==> config.mk <==
export PLATFORM = sky130hd
export DESIGN_NAME = muldiv_unit
export DESIGN_NICKNAME = d
export VERILOG_FILES = /design/src/rtl/muldiv_unit.sv
export SDC_FILE = /design/constraint.sdc
export NUM_CORES = 1
export LEC_CHECK = 0
export CAP_MARGIN = 40
export CORE_MARGIN = 5
export CORE_UTILIZATION = 55
export CTS_BUF_LIST = sky130_fd_sc_hd__clkbuf_8
export CTS_CLUSTER_DIAMETER = 30
export DETAILED_ROUTE_END_ITERATION = 6
export PLACE_DENSITY = 0.85
export SLEW_MARGIN = 20
export SYNTH_ARGS = -nofsm -noshare
export SYNTH_HDL_FRONTEND = slang
export SYNTH_SLANG_ARGS = --single-unit
==> constraint.sdc <==
create_clock -name clk -period 4.2 [get_ports clk]
set_clock_uncertainty 0.2 [all_clocks]
set_input_delay 1.05 -clock clk [delete_from_list [all_inputs] [get_ports clk]]
set_output_delay 1.05 -clock clk [all_outputs]
set_load 0.02 [all_outputs]
==> src/rtl/muldiv_unit.sv <==
// Iterative multiply/divide unit with architectural HI/LO registers.
// One shift-add or restoring shift-subtract step per cycle on operand magnitudes; signs are fixed up on the way out.
//
// state | meaning
// IDLE  | waiting for start; mthi/mtlo writes honoured here
// CALC  | one iteration per cycle, counter runs 0..31
// FIN   | sign fix-up, HI/LO written, done pulsed
module muldiv_unit #(
    parameter int WIDTH = 32,
    parameter int CNT_W = 5
) (
    input  logic             clk,
    input  logic             reset,
    input  logic             start,
    input  logic [1:0]       op,
    input  logic [WIDTH-1:0] srca,
    input  logic [WIDTH-1:0] srcb,
    input  logic             mthi,
    input  logic             mtlo,
    output logic             busy,
    output logic             done,
    output logic [WIDTH-1:0] hi,
    output logic [WIDTH-1:0] lo
);
    localparam int AW = 2 * WIDTH;

    typedef enum logic [1:0] {IDLE, CALC, FIN} state_t;

    state_t             state_q, state_d;
    logic [CNT_W-1:0]   cnt_q, cnt_d;
    logic [AW-1:0]      acc_q, acc_d;
    logic [WIDTH-1:0]   opb_q, opb_d;
    logic [WIDTH-1:0]   srca_q, srca_d;
    logic               is_div_q, is_div_d;
    logic               neg_q, neg_d;
    logic               rem_neg_q, rem_neg_d;
    logic [WIDTH-1:0]   hi_q, hi_d;
    logic [WIDTH-1:0]   lo_q, lo_d;
    logic               busy_q, busy_d;
    logic               done_q, done_d;

    logic               is_signed, sign_a, sign_b;
    logic [WIDTH-1:0]   mag_a, mag_b;
    logic [WIDTH:0]     mul_sum;
    logic [WIDTH:0]     rem_sh;
    logic               div_geq;
    logic [WIDTH-1:0]   div_diff;
    logic [AW-1:0]      prod_fix;
    logic [WIDTH-1:0]   quo_fix, rem_fix;

    always_comb begin
        is_signed = ~op[0];
        sign_a    = is_signed & srca[WIDTH-1];
        sign_b    = is_signed & srcb[WIDTH-1];
        mag_a     = sign_a ? (~srca + 1'b1) : srca;
        mag_b     = sign_b ? (~srcb + 1'b1) : srcb;

        mul_sum  = {1'b0, acc_q[AW-1:WIDTH]} + (acc_q[0] ? {1'b0, opb_q} : {(WIDTH+1){1'b0}});
        // The partial remainder is always below the divisor, so the low WIDTH bits of the difference suffice.
        rem_sh   = acc_q[AW-1:WIDTH-1];
        div_geq  = rem_sh >= {1'b0, opb_q};
        div_diff = rem_sh[WIDTH-1:0] - opb_q;

        prod_fix = neg_q ? (~acc_q + 1'b1) : acc_q;
        quo_fix  = neg_q ? (~acc_q[WIDTH-1:0] + 1'b1) : acc_q[WIDTH-1:0];
        rem_fix  = rem_neg_q ? (~acc_q[AW-1:WIDTH] + 1'b1) : acc_q[AW-1:WIDTH];

        state_d   = state_q;
        cnt_d     = cnt_q;
        acc_d     = acc_q;
        opb_d     = opb_q;
        srca_d    = srca_q;
        is_div_d  = is_div_q;
        neg_d     = neg_q;
        rem_neg_d = rem_neg_q;
        hi_d      = hi_q;
        lo_d      = lo_q;
        busy_d    = busy_q;
        done_d    = 1'b0;

        case (state_q)
            IDLE: begin
                if (start) begin
                    is_div_d  = op[1];
                    neg_d     = sign_a ^ sign_b;
                    rem_neg_d = sign_a;
                    srca_d    = srca;
                    opb_d     = op[1] ? mag_b : mag_a;
                    acc_d     = {{WIDTH{1'b0}}, (op[1] ? mag_a : mag_b)};
                    cnt_d     = '0;
                    busy_d    = 1'b1;
                    state_d   = CALC;
                end else begin
                    if (mthi) hi_d = srca;
                    if (mtlo) lo_d = srca;
                end
            end
            CALC: begin
                if (is_div_q) begin
                    if (div_geq) acc_d = {div_diff, acc_q[WIDTH-2:0], 1'b1};
                    else         acc_d = {rem_sh[WIDTH-1:0], acc_q[WIDTH-2:0], 1'b0};
                end else begin
                    acc_d = {mul_sum, acc_q[WIDTH-1:1]};
                end
                cnt_d = cnt_q + 1'b1;
                if (cnt_q == {CNT_W{1'b1}}) state_d = FIN;
            end
            FIN: begin
                if (is_div_q) begin
                    if (opb_q == '0) begin
                        lo_d = {WIDTH{1'b1}};
                        hi_d = srca_q;
                    end else begin
                        lo_d = quo_fix;
                        hi_d = rem_fix;
                    end
                end else begin
                    hi_d = prod_fix[AW-1:WIDTH];
                    lo_d = prod_fix[WIDTH-1:0];
                end
                done_d  = 1'b1;
                busy_d  = 1'b0;
                state_d = IDLE;
            end
            default: state_d = IDLE;
        endcase
    end

    always_ff @(posedge clk) begin
        if (reset) begin
            state_q   <= IDLE;
            cnt_q     <= '0;
            acc_q     <= '0;
            opb_q     <= '0;
            srca_q    <= '0;
            is_div_q  <= 1'b0;
            neg_q     <= 1'b0;
            rem_neg_q <= 1'b0;
            hi_q      <= '0;
            lo_q      <= '0;
            busy_q    <= 1'b0;
            done_q    <= 1'b0;
        end else begin
            state_q   <= state_d;
            cnt_q     <= cnt_d;
            acc_q     <= acc_d;
            opb_q     <= opb_d;
            srca_q    <= srca_d;
            is_div_q  <= is_div_d;
            neg_q     <= neg_d;
            rem_neg_q <= rem_neg_d;
            hi_q      <= hi_d;
            lo_q      <= lo_d;
            busy_q    <= busy_d;
            done_q    <= done_d;
        end
    end

    assign busy = busy_q;
    assign done = done_q;
    assign hi   = hi_q;
    assign lo   = lo_q;
endmodule

==> reports/metrics.csv, run 1 <==
stage;metric;value;unit
status;status;complete, no violations;
logic_synthesis;synth_top_area_cell;dfxtp_1;
grt;grt_pass1_wl;113000;microns
logic_synthesis;yosysSeqAreaShare;0.238;
timing;setup-violations-final;0;
logic_synthesis;syn_area;17100;sq um
logic_synthesis;async_flop_share;0;
worst_setup_path;critPathLaunchType;register;
floorplanning;io_pins;137;
cts;post-cts-setup-buffers;0;
timing;hold_viol;0;
timing;period_share;0.960;
worst_setup_path;crit_path_end_kind;register;
logic_synthesis;synth-seq-cells;204;
layout;n_antenna_cell;0;
logic_synthesis;post-synth-top-count-cell;nand2_1;
cts;cts-htree-levels;2;
worst_setup_path;slowest_delay;0.62;ns
timing;period_needed;4.03;ns
detailed_routing;drt_iter0_drc;2650;
worst_setup_path;required;4.47;ns
worst_setup_path;cp_slowest_cell;a21oi_1;
logic_synthesis;synth_common_cells;281 x nand2_1, 235 x a21oi_1, 204 x dfxtp_1, 194 x nor2_1, 169 x clkbuf_1;
timing;max_freq;248;MHz
power;power-per-cell-area;372;nW/um^2
worst_setup_path;worstPathArrival;4.30;ns
detailed_routing;drt-wirelength-per-cell;25.2;microns
worst_setup_path;critPathKind;register to register;
detailed_routing;dr_total_vias;20000;
flow_run;max_cap_violations;0;
floorplanning;std_cell_rows;64;
detailed_routing;routed_wl;74100;microns
cts;insertion_delay;0.65;ns
cts;clk_path_buf_depth;3;
detailed_routing;drt_pass1_iterations;7;
floorplanning;die_y;187;microns
layout;post-route-util;0.680;
layout;syn_to_final_growth;21.7;%
cts;cts_tree;done;
worst_setup_path;crit_path_frequent_cell;a21oi_1;
worst_setup_path;crit_chain;inv_1 -> buf_4 -> nor2_1 -> ha_1 -> a21oi_1 -> o211a_1 -> a21oi_1 -> o21ai_0 -> nand2_1 -> xor2_1 -> a222oi_1 -> a211oi_1;
cts;cts_buffers;55;
placed_design;gp_congestion;1.07;
floorplanning;floorplan.initialDensity;0.559;
floorplanning;core;30700;sq um
cts;root_buffer;clkbuf_8;
logic_synthesis;synthMuxAreaShare;0.0304;
placed_design;placed_cells;2837;
cts;ctsHoldBuffers;0;
layout;instances_no_fill;2940;
timing;finalSetupTns;0;ns
cts;cts_resized;0;
grt;antenna_found_initial;1;
logic_synthesis;synth_top_family_by_area;compound AO/OA/AOI/OAI gates;
layout;drive_gt1_frac;0.124;
logic_synthesis;synthCells;2352;
detailed_routing;viasPerCell;6.79;
logic_synthesis;yosys.area.top_type_share;0.238;
timing;rsz0062_at_grt;no;
logic_synthesis;synth_edf_count;0;
logic_synthesis;synthTopCellsByArea;dfxtp_1 24%, a21oi_1 6.9%, nand2_1 6.2%, xnor2_1 6.0%, ha_1 5.1%;
detailed_routing;ant_nets;0;
cts;clock_sinks;204;
worst_hold_path;min_path_type;register to register;
logic_synthesis;synth_nets;2495;
logic_synthesis;synth_cell_types;89;
logic_synthesis;yosys.area_share.simple;0.209;
timing;report.final.slew_viol_count;0;
grt;grtUsageTotal;0.403;
power;p_leak;0.00822;uW
logic_synthesis;synth_compound_area_frac;0.307;
floorplanning;dieArea;34800;sq um
cts;clk_pin_slew;0.05;ns
logic_synthesis;yosysWarnings;0;
logic_synthesis;yosys.area_share.xor_xnor;0.0966;
power;p_total;7750;uW
layout;finalNetCount;2643;
logic_synthesis;avgSynthCellArea;7.28;sq um
grt;grt_max_degree;63;
timing;max_slew.worst_pin.slew;0.820;ns
timing;maxSlewHeadroom;0.448;
logic_synthesis;ys.flop_type;dfxtp_1;
placed_design;dp_hpwl;55900;microns
grt;grt_pass1_vias;19200;
logic_synthesis;synthAdderAreaFrac;0.0535;
grt;grt_remaining_overflow;0;
power;peakVddDrop;0.000391;V
placed_design;portBuffers;136;
floorplanning;dieWidth;187;microns
worst_setup_path;critical_path_peak_fanout;10;
detailed_routing;drc;0;
-- routing by layer --
| layer | share of wire | track usage | vias up |
|---|---|---|---|
| met5 | 0 | 0 | - |
| met4 | 0.083 | 0.266 | 0 |
| met3 | 0.12 | 0.0959 | 383 |
| met2 | 0.42 | 0.602 | 1398 |
| met1 | 0.38 | 0.519 | 9253 |
| li1 | - | - | 8923 |
-- cell families (layout without fill, tap and decap cells) --
| family | Yosys count | in the layout |
|---|---|---|
| buffers and inverters | 274 | 466 |
| DFF | 204 | 204 |
| and+or+nand+nor | 760 | 760 |
| AOI/OAI and AO/OA | 802 | 802 |
| adders and majority gates | 72 | 72 |
| muxes | 51 | 51 |
| xor gates and xnor gates | 189 | 189 |
-- power by group --
| part | switching (uW) | internal (uW) |
|---|---|---|
| registers | 150 | 2060 |
| logic | 1280 | 775 |
| clock network | 1190 | 2300 |
| total | 2620 | 5130 |
-- final timing paths --
path / endpoint / cells past startpoint / slack, ns / start
setup reg to reg: acc_q[55]$_SDFFE_PP0P_ / 12 / 0.17 / acc_q[0]$_SDFFE_PP0P_
hold / removal: srca_q[26]$_SDFFE_PP0P_ / 2 / 0.25 / srca_q[26]$_SDFFE_PP0P_
setup / recovery: acc_q[55]$_SDFFE_PP0P_ / 12 / 0.17 / acc_q[0]$_SDFFE_PP0P_
hold reg to reg: srca_q[26]$_SDFFE_PP0P_ / 2 / 0.25 / srca_q[26]$_SDFFE_PP0P_
-- cells in the final DEF, fill, tap and decap left out, types with 18 or more instances in the layout --
cell and n:
a211oi_1 51, a21o_1 40, a21oi_1 235, a22oi_1 18, a31oi_1 36, buf_4 150, clkbuf_8 58, clkdlybuf4s50_1 134
dfxtp_1 202, ha_1 70, inv_1 76, mux2i_1 43, nand2_1 281, nand3_1 54, nand4_1 26, nor2_1 193
nor3_1 40, nor4_1 27, o211ai_1 50, o21a_1 21, o21ai_0 140, o221ai_1 47, o31ai_1 42, or3_1 27
xnor2_1 117, xor2_1 72
-- cell type report --
cell class	count	area, sq um
clock inverter	43	672
timing repair buffer	289	2550
multi-input combinational	1874	12000
inverter	76	285
sequential	204	4090
tap	396	495
clock buffer	58	798
fill	2611	9820
-- registers in the layout, summed over array words and instances (netlist names), 2 cells and up --
name     flops
acc_q       64
cnt_q        5
hi          32
lo          32
opb_q       32
srca_q      32
state_q      2
-- through the flow --
step	hold WS, ns	setup slack [ns]	instance area [sq um]
final	0.255	0.169	20800
after global routing	0.270	0.106	20800
after CTS	0.254	0.336	20800
after detailed placement	0.246	0.174	19300
after global placement	0.240	0.236	19300
after floorplan	0.229	0.512	17100
-- critical path: cells and delay by family, from the launching register on --
kind / cells / cell delay, ns
xor+xnor: 1 / 0.20
compound gates: 6 / 1.91
simple gates: 2 / 0.16
fa+ha+maj: 1 / 0.40
flops: 1 / 0.31
buf+inv: 2 / 0.70
No activity file was read; power rests on OpenSTA's default activity.
==> inputs of run 2 (changes only) <==
--- a/config.mk
+++ b/config.mk
@@ -12,6 +12,7 @@
 export CTS_CLUSTER_DIAMETER = 30
 export DETAILED_ROUTE_END_ITERATION = 6
 export PLACE_DENSITY = 0.85
+export REMOVE_ABC_BUFFERS = 1
 export SLEW_MARGIN = 20
 export SYNTH_ARGS = -nofsm -noshare
 export SYNTH_HDL_FRONTEND = slang
==> reports/metrics.csv, run 2 (synthesized netlist as in run 1, its figures left out) <==
stage;metric;value;unit
status;status;complete, no violations;
cts;ctsHoldBuffers;0;
timing;max_slew.worst_pin.slew;0.820;ns
power;power-per-cell-area;362;nW/um^2
cts;post-cts-setup-buffers;0;
timing;worst_slack;0.385;ns
layout;finalNetCount;2625;
detailed_routing;dr_total_vias;19700;
detailed_routing;drt-wirelength-per-cell;23.7;microns
layout;fillers;2668;
cts;cts_resized;0;
power;cellInternalPower;4840;uW
placed_design;placed_cells;2818;
timing;period_share;0.908;
timing;maxSlewHeadroom;0.454;
detailed_routing;routed_wl;69300;microns
detailed_routing;ant_nets;0;
layout;layout_common_cells;281 x nand2_1, 235 x a21oi_1, 202 x dfxtp_1;
power;swShare;0.354;
layout;layout_commonest_cell;nand2_1;
layout;largest_reg_flops;64;
worst_hold_path;hold_path_startpoint;lo[9]$_SDFFE_PP0P_;
grt;antenna_found_initial;0;
layout;syn_to_final_growth;20.5;%
power;power_switching;2650;uW
worst_setup_path;r2r-start;acc_q[31]$_SDFFE_PP0P_;
detailed_routing;drt_iter0_drc;2784;
worst_setup_path;critical_path_peak_fanout;4;
timing;period_needed;3.82;ns
timing;rsz0062_at_grt;no;
floorplanning;floorplan.initialDensity;0.559;
cts;clk_path_buf_depth;3;
layout;n_antenna_cell;0;
floorplanning;io_pins;137;
cts;clock_sinks;204;
detailed_routing;viasPerCell;6.75;
floorplanning;dieWidth;187;microns
worst_setup_path;crit_path_end_kind;register;
floorplanning;die_y;187;microns
grt;grtUsageTotal;0.374;
detailed_routing;drt_pass1_iterations;6;
layout;seqCellArea;4090;sq um
timing;hold_viol;0;
layout;multi_input_area;12000;sq um
placed_design;portBuffers;136;
cts;cts_buffers;58;
layout;top_register;acc_q;
floorplanning;dieArea;34800;sq um
cts;cts_tree;done;
worst_setup_path;worstPathArrival;4.15;ns
worst_setup_path;crit_start;acc_q[31]$_SDFFE_PP0P_;
timing;finalSetupTns;0;ns
cts;insertion_delay;0.67;ns
power;p_leak;0.00810;uW
power;p_seq_frac;0.295;
worst_setup_path;required;4.54;ns
worst_setup_path;critPathKind;register to register;
cts;clk_pin_slew;0.06;ns
placed_design;dp_hpwl;51200;microns
power;peakVddDrop;0.000490;V
timing;max_freq;262;MHz
cts;cts-htree-levels;2;
timing;holdWs;0.248;ns
power;pwr-share-comb;0.268;
placed_design;pre_cts_ws;0.0705;ns
flow_run;max_cap_violations;0;
floorplanning;std_cell_rows;64;
grt;grt_pass1_wl;106000;microns
timing;report.final.slew_viol_count;0;
cts;root_buffer;clkbuf_8;
grt;grt_max_degree;61;
grt;grt_pass1_vias;18600;
detailed_routing;drc;0;
layout;drive_gt1_frac;0.119;
timing;setup-violations-final;0;
placed_design;gp_congestion;1.02;
worst_setup_path;critPathLaunchType;register;
worst_hold_path;min_path_type;register to register;
grt;grt_remaining_overflow;0;
floorplanning;core;30700;sq um
power;pwr-share-clk;0.437;
layout;instances_no_fill;2926;
## run 2: path summary, 6_finish.rpt
| kind | endpoint | slack, ns | cells past startpoint |
|---|---|---|---|
| hold reg to reg | lo[9]$_SDFFE_PP0P_ | 0.25 | 2 |
| setup / recovery | acc_q[58]$_SDFFE_PP0P_ | 0.38 | 12 |
| hold / removal | lo[9]$_SDFFE_PP0P_ | 0.25 | 2 |
| setup reg to reg | acc_q[58]$_SDFFE_PP0P_ | 0.38 | 12 |
## run 2: power by group through the flow
stage	registers [uW]	clock network, uW	logic (uW)
global placement	2230	0	1910
CTS	2200	3270	1940
finish	2200	3270	2010
global route	2210	3370	2140
floorplan	2250	0	1120
detailed placement	2230	0	1930
## run 2: stage by stage
stage	utilization	cell area, sq um	power [uW]
global route	0.673	20600	7730
global placement	0.626	19200	4140
finish	0.673	20600	7480
detailed placement	0.627	19200	4170
floorplan	-	16300	3370
CTS	0.673	20600	7410
## run 2: cell type report
| type | instances | share of cell area |
|---|---|---|
| clock inverters | 40 | 0.0228 |
| inverters | 76 | 0.0138 |
| clock buffers | 68 | 0.0453 |
| multi-input cells | 1874 | 0.579 |
| flip-flops and latches | 204 | 0.198 |
| well taps | 396 | 0.0240 |
| repair buffers | 268 | 0.117 |
## run 2: layer usage
layer	wire, microns	track usage	vias up
met1	27900	0.508	9264
met5	0	0	-
met3	7960	0.0803	280
met2	29500	0.564	1321
met4	3930	0.179	0
li1	-	-	8883
## run 2: worst max-delay path: stages, from the launching register on
cell and delay (ns):
dfxtp_1 0.31, inv_1 0.25, ha_1 0.25, inv_1 0.06, fa_1 0.40, a21o_1 0.21, a221o_1 0.40, a211oi_1 0.47
o21ai_0 0.27, a21boi_0 0.40, o31ai_1 0.14, xnor2_1 0.19, o221ai_1 0.12
